### src/rtl/conv_sched_pkg.sv
// Shared types, response codes and descriptor layout for the convolution
// layer scheduler and its round-robin arbiter.
package conv_sched_pkg;

    typedef enum logic [2:0] {
        ST_IDLE  = 3'd0,
        ST_CHECK = 3'd1,
        ST_ISSUE = 3'd2,
        ST_WAIT  = 3'd3,
        ST_RESP  = 3'd4
    } state_t;

    typedef enum logic [1:0] {
        ERR_OK      = 2'd0,
        ERR_CFG     = 2'd1,
        ERR_TIMEOUT = 2'd2
    } rsp_err_t;

    localparam int CFG_W = 58;

    localparam int OFF_KERNEL = 0;
    localparam int OFF_STRIDE = 8;
    localparam int OFF_PAD    = 16;
    localparam int OFF_HEIGHT = 24;
    localparam int OFF_WIDTH  = 32;
    localparam int OFF_IN_CH  = 40;
    localparam int OFF_OUT_CH = 48;
    localparam int OFF_ACT    = 56;

    // Padded image span (dim + 2*pad) is formed in 10 bits so it never wraps.
    function automatic logic window_too_small(input logic [7:0] dim,
                                              input logic [7:0] pad,
                                              input logic [7:0] k);
        logic [9:0] span;
        span = {2'b00, dim} + {1'b0, pad, 1'b0};
        return span < {2'b00, k};
    endfunction

endpackage

### src/rtl/conv_rr_arbiter.sv
// Round-robin arbiter: requester 0 first after reset, priority moves to the
// requester after the last winner whenever a grant is taken (advance).
module conv_rr_arbiter #(
    parameter int NUM_REQ = 2,
    localparam int ID_W = (NUM_REQ > 1) ? $clog2(NUM_REQ) : 1
) (
    input  logic               clk,
    input  logic               rst,
    input  logic [NUM_REQ-1:0] req,
    input  logic               advance,
    output logic [NUM_REQ-1:0] grant,
    output logic [ID_W-1:0]    grant_id
);

    logic [ID_W-1:0] ptr;
    logic            found;
    int              idx;

    always_comb begin
        grant    = '0;
        grant_id = '0;
        found    = 1'b0;
        idx      = 0;
        for (int k = 0; k < NUM_REQ; k++) begin
            idx = int'(ptr) + k;
            if (idx >= NUM_REQ) idx = idx - NUM_REQ;
            if (!found && req[idx]) begin
                found      = 1'b1;
                grant[idx] = 1'b1;
                grant_id   = ID_W'(idx);
            end
        end
    end

    always_ff @(posedge clk) begin
        if (rst) begin
            ptr <= '0;
        end else if (advance) begin
            ptr <= (int'(grant_id) == NUM_REQ - 1) ? '0 : grant_id + 1'b1;
        end
    end

endmodule

### src/rtl/conv_layer_scheduler.sv
// Shares one convolution datapath among NUM_REQ requesters: grant, check the
// descriptor, pulse the datapath, wait, respond. CONV_SCHED_TIMEOUT_EN adds a WAIT watchdog.
module conv_layer_scheduler
    import conv_sched_pkg::*;
#(
    parameter int NUM_REQ          = 2,
    parameter int MAX_IMG_HEIGHT   = 32,
    parameter int MAX_IMG_WIDTH    = 32,
    parameter int MAX_IN_CHANNELS  = 3,
    parameter int MAX_OUT_CHANNELS = 16,
    parameter int MAX_KERNEL_SIZE  = 5,
    parameter int TIMEOUT_CYCLES   = 1024,
    localparam int ID_W = (NUM_REQ > 1) ? $clog2(NUM_REQ) : 1
) (
    input  logic                     clk,
    input  logic                     rst,
    input  logic [NUM_REQ-1:0]       req_valid,
    output logic [NUM_REQ-1:0]       req_ready,
    input  logic [NUM_REQ*CFG_W-1:0] req_cfg,
    output logic                     conv_valid_in,
    output logic [7:0]               conv_kernel_size,
    output logic [7:0]               conv_stride,
    output logic [7:0]               conv_padding,
    output logic [7:0]               conv_img_height,
    output logic [7:0]               conv_img_width,
    output logic [7:0]               conv_in_channels,
    output logic [7:0]               conv_out_channels,
    output logic [1:0]               conv_activation,
    input  logic                     conv_valid_out,
    output logic                     rsp_valid,
    input  logic                     rsp_ready,
    output logic [ID_W-1:0]          rsp_id,
    output logic [1:0]               rsp_err,
    output logic                     busy,
    output logic [2:0]               state_dbg
);

    // Handshakes: a requester transfer happens in a cycle where req_valid[i]
    // and req_ready[i] are both high; a response transfer where rsp_valid and
    // rsp_ready are both high. Valids never depend on the matching ready.

    state_t               state, state_nxt;
    logic [CFG_W-1:0]     cfg_q;
    logic [ID_W-1:0]      id_q;
    logic [1:0]           err_q;
    logic [NUM_REQ-1:0]   grant;
    logic [ID_W-1:0]      grant_id;
    logic                 accept;
    logic                 cfg_bad;
    logic                 timeout_hit;

    conv_rr_arbiter #(.NUM_REQ(NUM_REQ)) u_arb (
        .clk      (clk),
        .rst      (rst),
        .req      (req_valid),
        .advance  (accept),
        .grant    (grant),
        .grant_id (grant_id)
    );

    assign accept    = (state == ST_IDLE) && !rst && (|req_valid);
    assign req_ready = accept ? grant : '0;

    assign conv_kernel_size  = cfg_q[OFF_KERNEL +: 8];
    assign conv_stride       = cfg_q[OFF_STRIDE +: 8];
    assign conv_padding      = cfg_q[OFF_PAD    +: 8];
    assign conv_img_height   = cfg_q[OFF_HEIGHT +: 8];
    assign conv_img_width    = cfg_q[OFF_WIDTH  +: 8];
    assign conv_in_channels  = cfg_q[OFF_IN_CH  +: 8];
    assign conv_out_channels = cfg_q[OFF_OUT_CH +: 8];
    assign conv_activation   = cfg_q[OFF_ACT    +: 2];

    // Limits compared in 10 bits so oversize parameters cannot alias.
    always_comb begin
        cfg_bad = (conv_kernel_size == 8'd0) || (conv_stride == 8'd0) ||
                  (conv_in_channels == 8'd0) || (conv_out_channels == 8'd0) ||
                  ({2'b00, conv_kernel_size}  > 10'(MAX_KERNEL_SIZE))  ||
                  ({2'b00, conv_img_height}   > 10'(MAX_IMG_HEIGHT))   ||
                  ({2'b00, conv_img_width}    > 10'(MAX_IMG_WIDTH))    ||
                  ({2'b00, conv_in_channels}  > 10'(MAX_IN_CHANNELS))  ||
                  ({2'b00, conv_out_channels} > 10'(MAX_OUT_CHANNELS)) ||
                  window_too_small(conv_img_height, conv_padding, conv_kernel_size) ||
                  window_too_small(conv_img_width,  conv_padding, conv_kernel_size);
    end

`ifdef CONV_SCHED_TIMEOUT_EN
    localparam int CNT_W = $clog2(TIMEOUT_CYCLES + 1);
    logic [CNT_W-1:0] wait_cnt;

    always_ff @(posedge clk) begin
        if (rst || state != ST_WAIT) begin
            wait_cnt <= '0;
        end else begin
            wait_cnt <= wait_cnt + 1'b1;
        end
    end

    assign timeout_hit = (state == ST_WAIT) && !conv_valid_out &&
                         (wait_cnt == CNT_W'(TIMEOUT_CYCLES - 1));
`else
    assign timeout_hit = 1'b0;
`endif

    always_comb begin
        state_nxt = state;
        case (state)
            ST_IDLE:  if (accept) state_nxt = ST_CHECK;
            ST_CHECK: state_nxt = cfg_bad ? ST_RESP : ST_ISSUE;
            ST_ISSUE: state_nxt = ST_WAIT;
            ST_WAIT:  if (conv_valid_out || timeout_hit) state_nxt = ST_RESP;
            ST_RESP:  if (rsp_ready) state_nxt = ST_IDLE;
            default:  state_nxt = ST_IDLE;
        endcase
    end

    always_ff @(posedge clk) begin
        if (rst) begin
            state <= ST_IDLE;
            cfg_q <= '0;
            id_q  <= '0;
            err_q <= ERR_OK;
        end else begin
            state <= state_nxt;
            if (accept) begin
                cfg_q <= req_cfg[grant_id*CFG_W +: CFG_W];
                id_q  <= grant_id;
            end
            if (state == ST_CHECK) begin
                err_q <= cfg_bad ? ERR_CFG : ERR_OK;
            end
            if (state == ST_WAIT && !conv_valid_out && timeout_hit) begin
                err_q <= ERR_TIMEOUT;
            end
        end
    end

    assign conv_valid_in = (state == ST_ISSUE);
    assign rsp_valid     = (state == ST_RESP);
    assign rsp_id        = id_q;
    assign rsp_err       = err_q;
    assign busy          = (state != ST_IDLE);
    assign state_dbg     = state;

endmodule

### config.mk
export PLATFORM = sky130hd
export DESIGN_NAME = conv_layer_scheduler
export DESIGN_NICKNAME = d
export VERILOG_FILES = /design/src/rtl/conv_sched_pkg.sv /design/src/rtl/conv_rr_arbiter.sv /design/src/rtl/conv_layer_scheduler.sv
export SDC_FILE = /design/constraint.sdc
export NUM_CORES = 1
export LEC_CHECK = 0
export CORE_MARGIN = 5
export CORE_UTILIZATION = 50
export CTS_CLUSTER_DIAMETER = 150
export DETAILED_ROUTE_END_ITERATION = 8
export DONT_BUFFER_PORTS = 1
export MAX_ROUTING_LAYER = met4
export SLEW_MARGIN = 20
export SYNTH_ARGS = -nofsm -noshare
export SYNTH_HDL_FRONTEND = slang
export SYNTH_SLANG_ARGS = --single-unit
### constraint.sdc
create_clock -name clk -period 4.91 [get_ports clk]
set_input_delay 0.982 -clock clk [delete_from_list [all_inputs] [get_ports clk]]
set_output_delay 0.982 -clock clk [all_outputs]
set_load 0.02 [all_outputs]
Word level (Yosys, flattened, before mapping). Cells that the tools add are included. W data, S select, Z words.

Register bits: 65. Bits of input ports: 122. Output and inout port bits: 69. Logic and storage cells: 84.

Add/subtract/negate cells: 6. Multipliers: 1. Order comparisons: 13. Equality and inequality tests: 7. Shifts and indexed selects: 1. Multiplexer cells: 25. Bitwise logic cells: 1. Reductions and logical operators: 25.

Operators with widths (number): $shiftx A116 B8 Y58 (1); $ge A32 B1 Y1 const B (2); $lt A32 B3 Y1 const B (2); $mux W32 (2); $ge A32 B3 Y1 const B (1); $logic_not A8 Y1 (4); $sub A32 B3 Y32 const B (1); $add A8 B9 Y10 (2); $lt A10 B8 Y1 (2); $gt A8 B6 Y1 const B (2); $pmux W3 S5 (1); $mux W1 (13); $mux W3 (4); $logic_or A1 B1 Y1 (10); $gt A8 B2 Y1 const B (1); $gt A8 B3 Y1 const B (1); $gt A8 B5 Y1 const B (1); $eq A3 B2 Y1 const B (2); $mul A1 B5 Y6 const B (1); $mux W2 (3); $logic_and A1 B1 Y1 (5); $ne A2 B2 Y1 const B (2); $eq A3 B1 Y1 const B (1); $eq A3 B3 Y1 const B (1); 12 further kinds (14).

Logic depth before layout (Yosys ltp). Gate-level depths: netlist (run 1).

Depth in word-level cells: 13. Depth in mapped cells: 14. Gate-level depth less buffers: 14.

Cells and area by module. A second synthesis (run 1) with hierarchy kept.

Cells, all modules: 441. Area total of the unflattened synthesis: 3972.6 µm².

By module, submodules not included: conv_layer_scheduler (instances 1, cells each 434, area each 3897.5 µm², seq. area each 1261.2 µm²); conv_rr_arbiter (instances 1, cells each 7, area each 75.1 µm², seq. area each 20.0 µm²).

Worst setup path after synthesis (run 1). Ideal clock, no wire load.

Kind: in2out. Start point: input port req_valid[0]. End point: output port req_ready[1]. Arrival: 1.910 ns. Data required time: 3.928 ns. Setup slack: 2.018 ns. Cell stages on the path: 5. Path buffers: 2. Cell sequence: inv_1 -> o21ai_0 -> buf_2 -> buf_2 -> nor3_1.

Cells in the longest elaborated chain, start to end: 8. Elaborated cells on any way between the ends: 15. Those cells by class: mux (10); bitwise (1); reduce/logical (4).

Ends and longest elaborated chain: start, declared (RTL line conv_layer_scheduler.sv:17) `input logic [NUM_REQ-1:0] req_valid,`; $mux W1 (not written as such) (3 in a row) (RTL line conv_rr_arbiter.sv:27) `if (!found && req[idx]) begin`; $mux W1 (RTL line conv_rr_arbiter.sv:27); $logic_not A1 Y1 (RTL line conv_rr_arbiter.sv:27); $logic_and A1 B1 Y1 (RTL line conv_rr_arbiter.sv:27); $mux W2 (RTL line conv_rr_arbiter.sv:27); $mux W2 * (RTL line conv_layer_scheduler.sv:62) `assign req_ready = accept ? grant : '0;`; end, declared (RTL line conv_layer_scheduler.sv:18) `output logic [NUM_REQ-1:0] req_ready,`.

Mark *: on every way between the ends. The rest lies on a longest branch, timed or not. The select of a mux whose other input is x is not followed.

Worst setup path in the final report (run 1).
Start point: register state[2] (netlist: state_dbg[2]). End point: output port req_ready[0].

Cells in the longest elaborated chain, start to end: 4.

Ends and longest elaborated chain: start, declared (RTL line conv_layer_scheduler.sv:42) `state_t state, state_nxt;`; start signal, assigned (RTL line conv_layer_scheduler.sv:123) `state <= state_nxt;`; $logic_not A3 Y1 (RTL line conv_layer_scheduler.sv:61) `assign accept = (state == ST_IDLE) && !rst && (|req_valid);`; $logic_and A1 B1 Y1 (2 in a row) (RTL line conv_layer_scheduler.sv:61); $mux W2 (RTL line conv_layer_scheduler.sv:62).

No other way between the ends.

==> report_table.html, run 1 <==
<table>
<tr><th>Metric</th><th>Value</th></tr>
<tr><th colspan="2">Clock tree</th></tr>
<tr><td>Register clock-pin slew on the reported worst setup and hold paths</td><td>~0.08 ns</td></tr>
<tr><td>TritonCTS clock tree</td><td>built</td></tr>
<tr><td>H-tree depth reported by CTS</td><td>3</td></tr>
<tr><td>Post-CTS setup repair buffer count</td><td>0</td></tr>
<tr><td>Worst-case clock buffer depth</td><td>2</td></tr>
<tr><td>Clock latency at the later pin of the worst-skew pair</td><td>0.34 ns</td></tr>
<tr><td>Hold-fix buffer count after cts</td><td>0</td></tr>
<tr><td>Clk Tree Root Cell</td><td>clkbuf_8</td></tr>
<tr><td>Post-CTS Resized</td><td>0</td></tr>
<tr><td>Number of buffers created by CTS</td><td>9</td></tr>
<tr><td>CTS sink count</td><td>64</td></tr>
<tr><th colspan="2">Global route</th></tr>
<tr><td>Combined global-route utilization of all metal layers</td><td>20.20%</td></tr>
<tr><td>Number of antenna violations at the first check in global routing</td><td>0</td></tr>
<tr><td>First-pass GRT wire length</td><td>15770 µm</td></tr>
<tr><td>Total congestion overflow</td><td>0</td></tr>
<tr><td>Maximum number of pins on one net before global-route repair</td><td>87</td></tr>
<tr><td>Vias in the first global route</td><td>3030</td></tr>
<tr><th colspan="2">Timing</th></tr>
<tr><td>Setup clock skew after layout</td><td>0.008801 ns</td></tr>
<tr><td>Pins over their slew limit</td><td>0</td></tr>
<tr><td>Minimum clock period</td><td>3.320 ns</td></tr>
<tr><td>Setup Viol. Count Final</td><td>0</td></tr>
<tr><td>Portion of the clock cycle consumed by the worst path in the final layout</td><td>approximately two thirds</td></tr>
<tr><td>Accumulated negative setup slack</td><td>0 ns</td></tr>
<tr><td>Slew of the pin with the lowest slew margin</td><td>1.026 ns</td></tr>
<tr><td>Achievable frequency</td><td>301.2 MHz</td></tr>
<tr><td>Hold slack</td><td>0.5582 ns</td></tr>
<tr><td>Final hold violation count</td><td>0</td></tr>
<tr><td>Max-slew headroom</td><td>31.58%</td></tr>
<tr><td>Setup repair after global routing missed its margin</td><td>no</td></tr>
<tr><th colspan="2">Critical path</th></tr>
<tr><td>Crit-path cells</td><td>or3_4 &gt; nor2_4 &gt; and3_1</td></tr>
<tr><td>Critical path start-end classification</td><td>flip-flop to primary output</td></tr>
<tr><td>Largest incremental delay on the critical path</td><td>0.63 ns</td></tr>
<tr><td>Master of the slowest instance on the critical path</td><td>nor2_4</td></tr>
<tr><td>Data arrival at the endpoint of the critical path</td><td>2.34 ns</td></tr>
<tr><td>CP max FO</td><td>34</td></tr>
<tr><td>CP Data Required Time</td><td>~3.9 ns</td></tr>
<tr><td>Kind of start point of the critical path</td><td>flip-flop</td></tr>
<tr><td>Crit path capture type</td><td>primary output</td></tr>
<tr><th colspan="2">Yosys</th></tr>
<tr><td>Synthesized-area fraction occupied by ao, oa, aoi and oai cells</td><td>25.36%</td></tr>
<tr><td>Mux share of post-synthesis cell area</td><td>14.25%</td></tr>
<tr><td>Xor-xnor portion of the synthesized cell area</td><td>1.902%</td></tr>
<tr><td>Average footprint of a synthesized cell</td><td>9.397 µm²</td></tr>
<tr><td>Basic-gate share of the synthesized area counting and, or, nand and nor cells</td><td>between 10% and 20%</td></tr>
<tr><td>Post-synth ARST share</td><td>0%</td></tr>
<tr><td>Sequential fraction of the synthesis area</td><td>30.92%</td></tr>
<tr><td>Area share of fa/ha/maj cells after synthesis</td><td>9.420%</td></tr>
<tr><td>Netlist area before placement</td><td>around 4100 µm²</td></tr>
<tr><td>Yosys warns</td><td>0</td></tr>
<tr><td>Syn Inst Count</td><td>441</td></tr>
<tr><td>Cell types occupying the most area after synthesis</td><td>dfxtp_1, a211oi_2, mux2i_1, ha_1, nor2_1</td></tr>
<tr><td>Synthesis-stage register bit count</td><td>64</td></tr>
<tr><td>Cell type with the highest aggregate area in the netlist</td><td>dfxtp_1</td></tr>
<tr><td>Fraction of synthesized cell area taken by the top area cell type</td><td>30.92%</td></tr>
<tr><td>Most used standard cells in the synthesized netlist</td><td>nor2_1, dfxtp_1, mux2i_1, a211oi_2, ha_1</td></tr>
<tr><td>Syn nets</td><td>between 500 and 600</td></tr>
<tr><td>Most frequent cell after synthesis</td><td>nor2_1</td></tr>
<tr><td>Number of flops mapped to enable cells by yosys</td><td>0</td></tr>
<tr><td>Count of unique library cells instantiated by Yosys</td><td>43</td></tr>
<tr><td>Synth Flop Type</td><td>dfxtp_1</td></tr>
<tr><td>Dominant combinational cell family by area after synthesis</td><td>compound AO/OA/AOI/OAI gates</td></tr>
<tr><th colspan="2">Pwr</th></tr>
<tr><td>IR drop worst, VDD</td><td>0.3129 mV</td></tr>
<tr><td>Leakage power summed over all cells</td><td>around 1.9 nW</td></tr>
<tr><td>Total power density per cell area</td><td>664.4 nW/µm²</td></tr>
<tr><th colspan="2">Die</th></tr>
<tr><td>Starting density of the core</td><td>50.95%</td></tr>
<tr><td>Total die area</td><td>slightly above 10000 µm²</td></tr>
<tr><td>Placeable core area</td><td>8134 µm²</td></tr>
<tr><td>Row cnt</td><td>33</td></tr>
<tr><td>Width of the die</td><td>between 100 and 150 µm</td></tr>
<tr><td>I/O pin total</td><td>191</td></tr>
<tr><td>Die Span Y</td><td>slightly above 100 µm</td></tr>
<tr><th colspan="2">Drt</th></tr>
<tr><td>DR DRC count</td><td>0</td></tr>
<tr><td>Mean routed wirelength per cell</td><td>between 15 and 20 µm</td></tr>
<tr><td>Vias</td><td>between 3000 and 4000</td></tr>
<tr><td>Wire length after detailed routing</td><td>10500 µm</td></tr>
<tr><td>Post-detailed-route count of antenna-violating nets</td><td>0</td></tr>
<tr><td>DR pass1 iterations</td><td>4</td></tr>
<tr><td>1st-iter DRT viols</td><td>100</td></tr>
<tr><td>Vias per cell</td><td>5.914</td></tr>
<tr><th colspan="2">Layout</th></tr>
<tr><td>Fraction of final layout cells with drive strength greater than 1</td><td>17.40%</td></tr>
<tr><td>Diode count</td><td>0</td></tr>
<tr><td>Net count reported at finish</td><td>578</td></tr>
<tr><td>Area taken by flip-flops and latches</td><td>1281 µm²</td></tr>
<tr><td>Area used by multi-input combinational logic</td><td>2648 µm²</td></tr>
<tr><td>FILL cells</td><td>739</td></tr>
<tr><td>Area growth from synthesis to layout</td><td>4.740%</td></tr>
<tr><th colspan="2">Placement</th></tr>
<tr><td>Half-perimeter wire length after placement</td><td>8005 µm</td></tr>
<tr><td>GPL Wtd Cong</td><td>0.8437</td></tr>
<tr><td>Total of buffers placed on input and output ports</td><td>0</td></tr>
<tr><th colspan="2">Hold path</th></tr>
<tr><td>Kind of path behind the tightest hold check</td><td>flip-flop to flip-flop</td></tr>
<tr><th colspan="2">Flow run</th></tr>
<tr><td>Max-cap viol count</td><td>0</td></tr>
<tr><th colspan="2">Run status</th></tr>
<tr><td>Run status</td><td>complete, no violations</td></tr>
</table>
==> power breakdown <==
group / leakage [nW] / internal, mW / switching [mW] / total, mW
Sequential: 0.532 / 0.694 / 0.439 / 1.13
Combinational: 1.24 / 0.567 / 0.762 / 1.33
Clock: 0.0845 / 0.197 / 0.225 / 0.422
==> stage by stage <==
stage	total power, mW	worst slack (ns)	util, %	cells	instance area (µm²)
floorplan	2.228	2.018	-	441	4144
global placement	2.459	1.813	51.12	520	4158
detailed placement	2.485	1.743	51.12	520	4158
CTS	2.915	1.575	53.36	536	4340
global route	3.128	1.455	53.36	536	4340
finish	2.884	1.590	53.36	536	4340
==> area by class of cell <==
| cell class | count | share of cell area (%) |
|---|---|---|
| Clock buffer | 10 | 3.171 |
| Clock inverter | 6 | 1.038 |
| Inverter | 22 | 1.903 |
| Multi-Input combinational cell | 327 | 61.00 |
| Sequential cell | 64 | 29.52 |
| Tap cell | 105 | 3.027 |
| Timing Repair Buffer | 2 | 0.3459 |
==> worst max-delay path, delay by kind of cell, from the launching register on <==
| kind | cells | cell delay (ns) |
|---|---|---|
| flops | 1 | 0.46 |
| simple gates | 3 | 1.52 |
==> worst paths after layout <==
kind / end / slack [ns] / cells after the start / from
worst max-delay path: req_ready[0] / 1.59 / 3 / state_dbg[2]
worst min-delay path: u_arb.ptr / 0.56 / 2 / u_arb.ptr
worst max register to register: state_dbg[1] / 1.73 / 14 / cfg_q[16]
worst min register to register: u_arb.ptr / 0.56 / 2 / u_arb.ptr
==> flip-flops by register name, indices dropped and copies added (netlist names) <==
register and flops:
cfg_q 58, rsp_err 1, rsp_id 1, state_dbg 3, u_arb.ptr 1
==> logic make-up (layout without fill, tap and decap cells) <==
family / count (synthesis) / in the layout
compound gates: 115 / 115
simple gates: 113 / 113
flops: 64 / 64
mux: 59 / 59
buf+inv: 50 / 40
fa+ha+maj: 30 / 30
xor+xnor: 9 / 9
other cells: 1 / 1
==> metal layers <==
metal / global-route usage (%) / wire length [µm] / up-vias
met5: - / 0 / -
met4: 5.521 / 130 / 0
met3: 6.298 / 857 / 11
met2: 30.78 / 4981 / 136
met1: 25.88 / 4533 / 1444
li1: - / - / 1579
==> layout by cell type, fill, tap and decap left out, types with 3 or more instances in the layout <==
cell,Yosys,final
xnor2_1,9,9
a211oi_2,49,49
and2_1,4,4
o21a_1,4,4
nand2_1,6,6
ha_1,28,28
dfxtp_1,64,64
o21ai_0,8,7
clkbuf_8,0,10
nand3_1,4,4
a211oi_1,13,13
nor2_1,74,73
a21oi_1,17,17
mux2i_1,59,59
nor2b_1,3,3
inv_1,22,22
a21o_1,3,3
clkinvlp_4,0,3
nor4_1,7,7
nor3_1,5,5
o21ai_1,7,7
Note: power is estimated with default switching activity, not from simulation.
==> run 2, diff against run 1 <==
--- a/config.mk
+++ b/config.mk
@@ -11,6 +11,7 @@
 export DETAILED_ROUTE_END_ITERATION = 8
 export DONT_BUFFER_PORTS = 1
 export MAX_ROUTING_LAYER = met4
+export PLACE_DENSITY = 0.68
 export SLEW_MARGIN = 20
 export SYNTH_ARGS = -nofsm -noshare
 export SYNTH_HDL_FRONTEND = slang
==> constraint.sdc (replaced) <==
create_clock -name clk -period 2.94 [get_ports clk]
set_input_delay 0.588 -clock clk [delete_from_list [all_inputs] [get_ports clk]]
set_output_delay 0.588 -clock clk [all_outputs]
set_load 0.02 [all_outputs]
==> run 2 against run 1 <==
Against the previous run:
- final area grew 5.3%
- critical path depth grew 11
- combinational power grew 92%
- non-clock buffer count grew 15
- via count grew 4.0%
- clock power grew 120%
- sequential cell count is the same
- final cell count grew 2.8%
- clock-buffer cell count shrank 1
- power grew 83%
- largest power group unchanged
==> report_table.html, run 2 (same netlist as run 1, synthesis figures left out) <==
<table>
<tr><th>Metric</th><th>Value</th></tr>
<tr><th colspan="2">Run status</th></tr>
<tr><td>Run status</td><td>complete, no violations</td></tr>
<tr><th colspan="2">Layout</th></tr>
<tr><td>Area growth from synthesis to layout</td><td>10.33%</td></tr>
<tr><td>FILL cells</td><td>711</td></tr>
<tr><td>Top reg by flops</td><td>cfg_q</td></tr>
<tr><td>Fraction of final layout cells with drive strength greater than 1</td><td>22.20%</td></tr>
<tr><td>Max FFs per register</td><td>58</td></tr>
<tr><td>Commonest cells after routing, fill and taps aside</td><td>nor2_1, dfxtp_1, mux2i_1, a211oi_2, ha_1</td></tr>
<tr><td>Number of cells in the finished layout apart from fillers</td><td>551</td></tr>
<tr><td>Most common cell after layout, fill and taps aside</td><td>nor2_1</td></tr>
<tr><td>Net count reported at finish</td><td>593</td></tr>
<tr><td>Utilization after layout</td><td>56.21%</td></tr>
<tr><td>Diode count</td><td>0</td></tr>
<tr><th colspan="2">Timing</th></tr>
<tr><td>Setup WS post-layout</td><td>0.2198 ns</td></tr>
<tr><td>Minimum clock period</td><td>~2.7 ns</td></tr>
<tr><td>Slew of the pin with the lowest slew margin</td><td>0.6631 ns</td></tr>
<tr><td>Achievable frequency</td><td>367.6 MHz</td></tr>
<tr><td>Pins over their slew limit</td><td>0</td></tr>
<tr><td>Max-slew headroom</td><td>55.70%</td></tr>
<tr><td>Setup clock skew after layout</td><td>between 0.009 and 0.01 ns</td></tr>
<tr><td>Setup Viol. Count Final</td><td>0</td></tr>
<tr><td>Portion of the clock cycle consumed by the worst path in the final layout</td><td>92.53%</td></tr>
<tr><td>Final hold violation count</td><td>0</td></tr>
<tr><th colspan="2">Clock tree</th></tr>
<tr><td>Clock latency at the later pin of the worst-skew pair</td><td>0.34 ns</td></tr>
<tr><td>Worst-case clock buffer depth</td><td>2</td></tr>
<tr><td>Register clock-pin slew on the reported worst setup and hold paths</td><td>0.08 ns</td></tr>
<tr><td>Post-CTS setup repair buffer count</td><td>0</td></tr>
<tr><td>CTS sink count</td><td>64</td></tr>
<tr><td>Number of buffers created by CTS</td><td>9</td></tr>
<tr><td>H-tree depth reported by CTS</td><td>3</td></tr>
<tr><td>Hold-fix buffer count after cts</td><td>0</td></tr>
<tr><td>TritonCTS clock tree</td><td>built</td></tr>
<tr><td>Clk Tree Root Cell</td><td>clkbuf_8</td></tr>
<tr><td>Post-CTS Resized</td><td>0</td></tr>
<tr><th colspan="2">Global route</th></tr>
<tr><td>First-pass GRT wire length</td><td>17150 µm</td></tr>
<tr><td>Global-route met2 utilization</td><td>36.17%</td></tr>
<tr><td>Maximum number of pins on one net before global-route repair</td><td>roughly 120</td></tr>
<tr><td>Combined global-route utilization of all metal layers</td><td>21.98%</td></tr>
<tr><td>Vias in the first global route</td><td>3344</td></tr>
<tr><td>Met3 track utilization from global routing</td><td>6.436%</td></tr>
<tr><td>Total congestion overflow</td><td>0</td></tr>
<tr><td>Busiest metal layer after global routing</td><td>met2</td></tr>
<tr><td>Number of antenna violations at the first check in global routing</td><td>0</td></tr>
<tr><td>Met1 demand-to-capacity share in global routing</td><td>between 20% and 30%</td></tr>
<tr><th colspan="2">Die</th></tr>
<tr><td>Placeable core area</td><td>approximately 8100 µm²</td></tr>
<tr><td>Width of the die</td><td>slightly above 100 µm</td></tr>
<tr><td>I/O pin total</td><td>191</td></tr>
<tr><td>Total die area</td><td>10210 µm²</td></tr>
<tr><td>Starting density of the core</td><td>50.95%</td></tr>
<tr><td>Row cnt</td><td>33</td></tr>
<tr><td>Die Span Y</td><td>roughly 100 µm</td></tr>
<tr><th colspan="2">Drt</th></tr>
<tr><td>Vias</td><td>3298</td></tr>
<tr><td>DR DRC count</td><td>0</td></tr>
<tr><td>DR pass1 iterations</td><td>4</td></tr>
<tr><td>Vias per cell</td><td>5.985</td></tr>
<tr><td>1st-iter DRT viols</td><td>132</td></tr>
<tr><td>Wire length after detailed routing</td><td>11120 µm</td></tr>
<tr><td>Post-detailed-route count of antenna-violating nets</td><td>0</td></tr>
<tr><td>Mean routed wirelength per cell</td><td>20.18 µm</td></tr>
<tr><th colspan="2">Critical path</th></tr>
<tr><td>CP max FO</td><td>3</td></tr>
<tr><td>Kind of start point of the critical path</td><td>flip-flop</td></tr>
<tr><td>Data arrival at the endpoint of the critical path</td><td>2.96 ns</td></tr>
<tr><td>Crit path capture type</td><td>flip-flop</td></tr>
<tr><td>Critical path start-end classification</td><td>flip-flop to flip-flop</td></tr>
<tr><td>CP Data Required Time</td><td>between 3 and 4 ns</td></tr>
<tr><th colspan="2">Placement</th></tr>
<tr><td>Half-perimeter wire length after placement</td><td>~8400 µm</td></tr>
<tr><td>Placed cell count</td><td>535</td></tr>
<tr><td>GPL Wtd Cong</td><td>0.8822</td></tr>
<tr><td>Post-Place Worst Slack</td><td>roughly 0.084 ns</td></tr>
<tr><td>Total of buffers placed on input and output ports</td><td>0</td></tr>
<tr><th colspan="2">Pwr</th></tr>
<tr><td>Total power density per cell area</td><td>1153 nW/µm²</td></tr>
<tr><td>IR drop worst, VDD</td><td>0.6567 mV</td></tr>
<tr><td>Leakage power summed over all cells</td><td>1.975 nW</td></tr>
<tr><td>Sum of internal, switching and leakage power</td><td>5.271 mW</td></tr>
<tr><th colspan="2">Flow run</th></tr>
<tr><td>Max-cap viol count</td><td>0</td></tr>
<tr><th colspan="2">Hold path</th></tr>
<tr><td>Kind of path behind the tightest hold check</td><td>primary input to flip-flop</td></tr>
</table>
[run 2: changes by cell type in the layout (fill, tap and decap cells not counted), sizes merged]
cell,delta
buf,+15
bufinv,+3
clkinvlp,-2
clkbuf,-1
[run 2: metal layers]
layer  part of all wire, %  vias up  wire (µm)
li1                      -     1606          -
met1                    41     1548       4573
met2                    50      137       5580
met3                   8.0        7        889
met4                  0.69        0         77
met5                     0        -          0
[run 2: final cells by class]
class	count	area, µm²	area share, %
Clock buffer	9	123.9	2.709
Clock inverter	7	120.1	2.627
Inverter	22	82.58	1.806
Timing Repair Buffer	17	152.6	3.339
Multi-Input combinational cell	327	2679	58.59
Tap cell	105	131.4	2.874
Sequential cell	64	1282	28.05
[run 2: path summary, 6_finish.rpt]
kind / from / end / slack [ns] / cells after the start
worst min register to register: u_arb.ptr / u_arb.ptr / 0.56 / 2
worst min-delay path: rst / cfg_q[14] / 0.30 / 1
worst max-delay path: cfg_q[16] / state_dbg[1] / 0.22 / 14
worst max register to register: cfg_q[16] / state_dbg[1] / 0.22 / 14
[run 2: critical path, stage by stage (launching register included)]
cell      delay (ns)
dfxtp_1         0.34
buf_4           0.17
ha_2            0.21
inv_1           0.05
fa_1            0.40
nor2b_1         0.14
o21ai_1         0.10
a21boi_2        0.20
o21a_1          0.13
nor2_1          0.04
xnor2_1         0.16
ha_1            0.25
o21ai_0         0.07
nand3_1         0.16
a31o_1          0.21
[run 2: metrics by stage]
step	setup TNS (ns)	hold WS (ns)	cell area [µm²]
5_1_grt	-0.002627	0.2780	4572
3_5_place_dp	0	0.5474	4295
2_1_floorplan	0	0.4594	4144
6_report	0	0.3047	4572
3_3_place_gp	0	0.5260	4295
4_1_cts	0	0.2827	4539
[run 2: power by group]
part | internal [mW] | switching [mW] | total, mW
sequential | 1.16 | 0.628 | 1.79
combinational | 1.07 | 1.48 | 2.55
clock | 0.564 | 0.366 | 0.931
